[src/rtl/ook_packet_ctrl.sv]
`default_nettype none
// +--------------------------------------------------------------------------+
// | ook_packet_ctrl: OOK frame sequencer (preamble, start, 8 data, gap)      |
// | rev 1.0                                                                  |
// +--------------------------------------------------------------------------+
module ook_packet_ctrl #(
   parameter int SYM_DIV  = 1000,
   parameter int PRE_BITS = 8
) (
   input  logic       clk,
   input  logic       rst,
   input  logic       tx_valid,
   input  logic [7:0] tx_data,
   output logic       tx_ready,
   input  logic       abort,
   output logic       ook_data,
   output logic       phase_clr,
   output logic       busy,
   output logic       done
);

   typedef enum logic [2:0] {
      IDLE     = 3'd0,
      PREAMBLE = 3'd1,
      START    = 3'd2,
      DATA     = 3'd3,
      GAP      = 3'd4
   } state_t;

   localparam logic [15:0] SYM_LAST = 16'(SYM_DIV - 1);
   localparam logic [4:0]  PRE_LAST = 5'(PRE_BITS - 1);

   state_t      state;
   logic [15:0] sym_cnt;
   logic [4:0]  bit_cnt;
   logic [7:0]  shreg;

   assign tx_ready = (state == IDLE) && !rst;
   assign busy     = (state != IDLE);

   always_ff @(posedge clk) begin
      if (rst) begin
         state     <= IDLE;
         sym_cnt   <= '0;
         bit_cnt   <= '0;
         shreg     <= '0;
         ook_data  <= 1'b0;
         phase_clr <= 1'b0;
         done      <= 1'b0;
      end else begin
         phase_clr <= 1'b0;
         done      <= 1'b0;
         if (state == IDLE) begin
            if (tx_valid) begin
               state     <= PREAMBLE;
               shreg     <= tx_data;
               sym_cnt   <= '0;
               bit_cnt   <= '0;
               ook_data  <= 1'b1;
               phase_clr <= 1'b1;
            end
         end else if (abort) begin
            state    <= IDLE;
            sym_cnt  <= '0;
            bit_cnt  <= '0;
            shreg    <= '0;
            ook_data <= 1'b0;
         end else if (sym_cnt == SYM_LAST) begin
            // Symbol boundary: ook_data takes the value of the symbol about to start.
            sym_cnt <= '0;
            case (state)
               PREAMBLE: begin
                  if (bit_cnt == PRE_LAST) begin
                     state    <= START;
                     bit_cnt  <= '0;
                     ook_data <= 1'b1;
                  end else begin
                     bit_cnt  <= bit_cnt + 5'd1;
                     ook_data <= bit_cnt[0];
                  end
               end
               START: begin
                  state    <= DATA;
                  bit_cnt  <= '0;
                  ook_data <= shreg[7];
               end
               DATA: begin
                  if (bit_cnt == 5'd7) begin
                     state    <= GAP;
                     bit_cnt  <= '0;
                     ook_data <= 1'b0;
                  end else begin
                     bit_cnt  <= bit_cnt + 5'd1;
                     ook_data <= shreg[6];
                     shreg    <= {shreg[6:0], 1'b0};
                  end
               end
               GAP: begin
                  ook_data <= 1'b0;
                  if (bit_cnt == 5'd1) begin
                     state   <= IDLE;
                     bit_cnt <= '0;
                     done    <= 1'b1;
                  end else begin
                     bit_cnt <= bit_cnt + 5'd1;
                  end
               end
               default: begin
                  state    <= IDLE;
                  bit_cnt  <= '0;
                  ook_data <= 1'b0;
               end
            endcase
         end else begin
            sym_cnt <= sym_cnt + 16'd1;
         end
      end
   end

endmodule
`default_nettype wire

[config.mk]
export PLATFORM = sky130hd
export DESIGN_NAME = ook_packet_ctrl
export DESIGN_NICKNAME = d
export VERILOG_FILES = /design/src/rtl/ook_packet_ctrl.sv
export SDC_FILE = /design/constraint.sdc
export NUM_CORES = 1
export LEC_CHECK = 0
export CAP_MARGIN = 20
export CORE_ASPECT_RATIO = 0.75
export CORE_MARGIN = 5
export CORE_UTILIZATION = 56
export DETAILED_ROUTE_END_ITERATION = 6
export GPL_TIMING_DRIVEN = 1
export PLACE_DENSITY = 0.75
export SYNTH_ARGS = -nofsm -noshare
export SYNTH_HDL_FRONTEND = slang
export SYNTH_SLANG_ARGS = --single-unit
export TNS_END_PERCENT = 1
[constraint.sdc]
create_clock -name clk -period 2.12 [get_ports clk]
set_input_delay 0.636 -clock clk [delete_from_list [all_inputs] [get_ports clk]]
set_output_delay 0.636 -clock clk [all_outputs]
set_load 0.03 [all_outputs]
==> metrics.txt, run 1 <==
router iterations before antenna repair=5; Synth Cell Area=1860 µm²; cts bufs inserted=5; dpl hpwl=3.73 mm; synthesized flop and latch total=35; post-synthesis mux area share=under 10%; First DRT Iteration DRCs=143; sequential share of the synthesized area=37.6%; TritonCTS clock tree=done; YS warnings=0; diode count=0; WL per Instance=about 17 µm; final max-slew violation count=0; largest net degree at the start of global routing=16; worst endpoint data arrival time=around 2.4 ns; Core Box Area=around 3200 µm²; Final min period=between 2 and 2.5 ns; Internal Pwr Total=roughly 1.2 mW; largest family of logic cells by synthesized area=simple AND/OR/NAND/NOR gates; area share of fa/ha/maj cells after synthesis=under 10%; combinational fraction of design power=25.8%; R2R Path Start=bit_cnt[0]; hold path start=bit_cnt[0]; crit path cell chain=ha_1 > nor4bb_1 > buf_4 > o311ai_0 > o211a_4 > nor2_1 > a211oi_1; most frequent cells in the layout=34 x dfxtp_1, 31 x buf_4, 23 x nor2_1; worst hold slack=0.495 ns; Worst IR Drop VDD=roughly 530 µV; CTS H-tree lvls=2; RSZ-0062 raised after global routing=true; share of power burned in registers=between 40% and 50%; Worst Tran Pin Value=approximately 0.6 ns; final routed DRC violation total=0; CTS sink cnt=35; post-synthesis simple-gate area fraction=between 20 and 30%; clock power share=31.5%; Max Cap Violations=0; Total Wirelength=roughly 5.1 mm; Setup-failing EPs final=2; total grt overflow=0; Hold Violations, Final=0; worst setup path startpoint=bit_cnt[0]; Synth Flop Type=dfxtp_1; Max Fclk=around 0.46 GHz; asr flop ratio synth=0%; Area Growth Syn to Fin=25.9%; vias in the first global route=1846; Worst-Skew Late Latency=roughly 0.30 ns; crit share post-route=102%; via count=between 1500 and 2000; layout cell share with drive strength beyond 1=between 15 and 20%; Clock transition at path regs=~0.07 ns; Site Rows=18; Synth cell types=55; Post-synth EDFFs=0; Worst setup SP type=flop; routability cong.=between 0.9 and 1; post-synthesis cell count=~220; switching portion of total power=30.3%; Clock Skew=around 0.0064 ns; crit-path max FO=15; power density cells=about 730 nW/µm²; initial antenna violation count=0; Post-Synth XOR/XNOR Area=less than 1%; nets=~280; commonest non-fill, non-tap cell in the layout=dfxtp_1; status=finished with violations; gr usage total=between 20% and 30%; DIE WIDTH=~77 µm; crit-path max cell delay=approximately 0.52 ns; CP max stage cell=o311ai_0; post-synthesis average cell area=approximately 8.4 µm²; CP Class=reg -> reg; Port Buf Inserts=16; Hold/Removal Path Class=reg -> reg; post-route ant nets=0; initial core utilization=a little under three fifths; Die ar.=roughly 4600 µm²; WP data required=about 2.3 ns; setup ws final=-0.0351 ns; NetSw=between 0.5 and 0.6 mW; deepest clock path buffer count=2; Post-Syn Nets=236; Post-Route Utilization=72.3%; postcts setup bufs=0; element type at the critical path end=flop; Compound-Gate Fraction of Synth Area=approximately a quarter; Vias/cell=between 6 and 7; IO Count=17; leak pwr=~0.93 nW; first-pass GRT wire length=between 8 and 9 mm; Die Y=between 50 and 60 µm; cts hold-fix bufs=0; clock root buffer=clkbuf_8; violated checks=negative setup slack; headroom to the max-slew limit=around three fifths
[Yosys cell counts, drive strengths merged (3+ instances only)]
master  instances  share of area (%)
a21oi          15                4.2
nor2           23                4.6
a22oi           8                3.2
or3             5                1.7
inv            10                2.0
a211oi          8                3.5
ha              3                2.0
nand2          12                2.4
a21o            3                1.2
nor4            3                1.3
nor3            8                2.4
o31ai           3                1.2
o21ai          13                3.7
nor3b           4                1.6
dfxtp          35                 38
nand3          12                3.2
buf             6                2.1
and3            8                3.0
clkbuf          5                1.0
nand4           3                1.8
a311oi          3                1.4
and4            4                1.9
[worst max-delay path, delay by kind of cell, from the launching register on]
family,cells,cell delay (ns)
simple gates,2,0.20
fa+ha+maj,1,0.22
buf+inv,1,0.15
compound gates,3,1.14
flops,1,0.33
[layer usage]
metal | up-vias | global-route usage [%] | wire length, µm
met4 | 0 | 11.5 | 104
met1 | 931 | 31.9 | 2370
met5 | - | 0 | 0
li1 | 919 | - | -
met2 | 101 | 36.7 | 2270
met3 | 14 | 4.52 | 377
[path summary, 6_finish.rpt]
kind / depth (start not counted) / slack, ns / to
setup / recovery: 7 / -0.04 / shreg[3]
hold / removal: 2 / 0.50 / bit_cnt[0]
setup reg to reg: 7 / -0.04 / shreg[3]
hold reg to reg: 2 / 0.50 / bit_cnt[0]
[sequential cells by signal, indices dropped and copies added (netlist names)]
signal / flops
done: 1
phase_clr: 1
ook_data: 1
shreg: 8
sym_cnt: 16
bit_cnt: 5
state: 3
[area by class of cell]
class                           instances  area, µm²
Fill cell                             245        897
Clock buffer                            8        100
Inverter                               10       37.5
Tap cell                               40       50.0
Sequential cell                        35        702
Multi-Input combinational cell        165       1070
Timing Repair Buffer                   46        382
[power groups by stage]
stage	sequential (mW)	combinational (mW)	clock [mW]
after floorplan	0.747	0.249	0
after global placement	0.741	0.418	0
after CTS	0.729	0.437	0.543
after detailed placement	0.744	0.435	0
after global routing	0.734	0.479	0.575
final	0.731	0.441	0.538
[stage by stage]
step	setup WS (ns)	area, µm²	instances	power [mW]	setup TNS (ns)
2_1_floorplan	0.0175	1860	221	0.997	0
3_3_place_gp	-0.0649	2240	296	1.16	-0.438
3_5_place_dp	-0.129	2240	296	1.18	-1.53
4_1_cts	0.0301	2340	304	1.71	0
5_1_grt	-0.0609	2350	304	1.79	-0.0890
6_report	-0.0351	2350	304	1.71	-0.0644
[timing repair]
item,CTS,global route
endpoints found under the hold margin,0,0
pin swaps,0,0
resized for setup,1,3
setup endpoints to repair,1,10
[logic make-up (layout without fill, tap and decap cells)]
kind of cell,Yosys count,in the layout
AND/OR/NAND/NOR,92,92
adder cells (fa/ha/maj),3,3
XOR/XNOR,1,1
AO/OA/AOI/OAI,67,67
multiplexers,2,2
flip-flops,35,35
buffers and inverters,21,64
No activity file was read; power rests on OpenSTA's default activity.
==> run 2: changes to the inputs <==
Settings changed: CAP_MARGIN 20 to default, GPL_ROUTABILITY_DRIVEN from default to 1, GPL_TIMING_DRIVEN 1 to 0.
==> metrics.txt, run 2 (synthesis gave the netlist of run 1 again) <==
Worst Hold End=bit_cnt[1]; Vias/cell=around 6.4; Power, Total=1.62 mW; element type at the critical path end=flop; vias in the first global route=approximately 1700; Area Growth Syn to Fin=17.7%; deepest clock path buffer count=2; CP max stage cell=a21oi_2; Worst setup SP type=flop; CP top delay family=compound AO/OA/AOI/OAI gates; post-route ant nets=0; WP data required=roughly 2.3 ns; via count=1817; WL per Instance=16.7 µm; Max Cap Violations=0; status=finished clean; layout cell share with drive strength beyond 1=a little over an eighth; postcts setup bufs=0; commonest non-fill, non-tap cell in the layout=dfxtp_1; final routed DRC violation total=0; Worst IR Drop VDD=464 µV; leak pwr=just over 0.8 nW; Die ar.=approximately 4600 µm²; crit path cell chain=ha_2 > and3_1 > nand4_1 > a21oi_2 > o21ai_0 > a32o_1; Fill cells=281; Port Buf Inserts=15; headroom to the max-slew limit=about two thirds; FF/Latch Area=between 700 and 800 µm²; worst hold stages=2; Final Non-Filler Cells=approximately 280; diode count=0; worst endpoint data arrival time=about 2.3 ns; setup slack, reg-to-reg=between 0.015 and 0.02 ns; Buf/Inv on CP=0; Site Rows=18; initial antenna violation count=0; Worst-Skew Late Latency=~0.30 ns; router iterations before antenna repair=5; Die Y=between 50 and 60 µm; worst reg2reg endpoint=bit_cnt[3]; Largest register FFs=16; TritonCTS clock tree=done; largest net degree at the start of global routing=11; Setup-failing EPs final=0; Placed Cells=between 200 and 300; TNS Setup=0 ns; biggest regs=sym_cnt (16), shreg (8), bit_cnt (5); Worst Tran Pin Value=0.529 ns; CP Class=reg -> reg; total grt overflow=0; area of the multi-input gates=~1100 µm²; crit share post-route=99.1%; cts bufs inserted=5; Clock Skew=0.00587 ns; Biggest register=sym_cnt; crit-path max FO=8; First DRT Iteration DRCs=approximately 140; Core Box Area=about 3200 µm²; hold path start=bit_cnt[1]; crit-path max cell delay=about 0.43 ns; FF-to-FF path depth=6; final max-slew violation count=0; CTS H-tree lvls=2; Total Wirelength=between 4 and 5 mm; clock root buffer=clkbuf_8; RSZ-0062 raised after global routing=true; Max Fclk=~0.48 GHz; DIE WIDTH=76.6 µm; Hold/Removal Path Class=reg -> reg; Clock transition at path regs=~0.07 ns; first-pass GRT wire length=between 7 and 8 mm; nets=roughly 260; CTS sink cnt=35; power density cells=737 nW/µm²; R2R Path Start=sym_cnt[1]; routability cong.=approximately 0.87; cts hold-fix bufs=0; dpl hpwl=3.36 mm; gr usage total=between 20% and 30%; Final min period=~2.1 ns; initial core utilization=between 50 and 60%; most frequent cells in the layout=34 x dfxtp_1, 23 x nor2_1, 14 x a21oi_1; IO Count=17; Hold Violations, Final=0
## run 2: final cells by class
class / count / area share (%)
multi-input combinational: 165 / 50.4
sequential: 35 / 32.0
timing repair buffer: 15 / 6.27
clock buffer: 6 / 3.76
buffer: 11 / 3.31
tap: 40 / 2.28
inverter: 10 / 1.71
clock inverter: 1 / 0.228
## run 2: timing repair
action | in CTS | in global routing
pin swaps | 0 | 2
resized for setup | 19 | 9
setup endpoints to repair | 14 | 23
## run 2: worst max-delay path by stage
stage | endpoint | slack, ns | cells past startpoint | from
6_report | bit_cnt[3] | 0.02 | 6 | sym_cnt[1]
5_1_grt | bit_cnt[3] | -0.11 | 6 | sym_cnt[1]
4_1_cts | busy | -0.01 | 3 | state[2]
3_5_place_dp | tx_ready | -1.27 | 5 | rst
3_3_place_gp | tx_ready | -1.30 | 5 | rst
2_1_floorplan | tx_ready | 0.02 | 3 | rst
## run 2: power by group
group / leakage [nW] / internal, mW / switching [mW]
Combinational: 0.477 / 0.144 / 0.236
Clock: 0.0470 / 0.255 / 0.250
Sequential: 0.285 / 0.701 / 0.0302
## run 2: through the flow
step	utilization [%]	hold slack (ns)	area, µm²	setup WS [ns]
global route	67.6	0.527	2190	-0.111
finish	67.6	0.489	2190	0.0189
CTS	67.1	0.488	2180	-0.0107
floorplan	-	0.457	1860	0.0175
global placement	63.6	0.471	2060	-1.30
detailed placement	63.6	0.478	2060	-1.27
## run 2: routing by layer
layer | up-vias | global-route usage, % | share of wire (%)
met3 | 8 | 4.52 | 7.0
met1 | 855 | 29.7 | 48
met5 | - | 0 | 0
met2 | 72 | 33.4 | 43
met4 | 0 | 9.73 | 1.5
li1 | 882 | - | -
## run 2: tightest hold or removal path, stage by stage (launching register included)
cell     delay, ns
dfxtp_1       0.34
nand2_1       0.06
a21oi_1       0.05
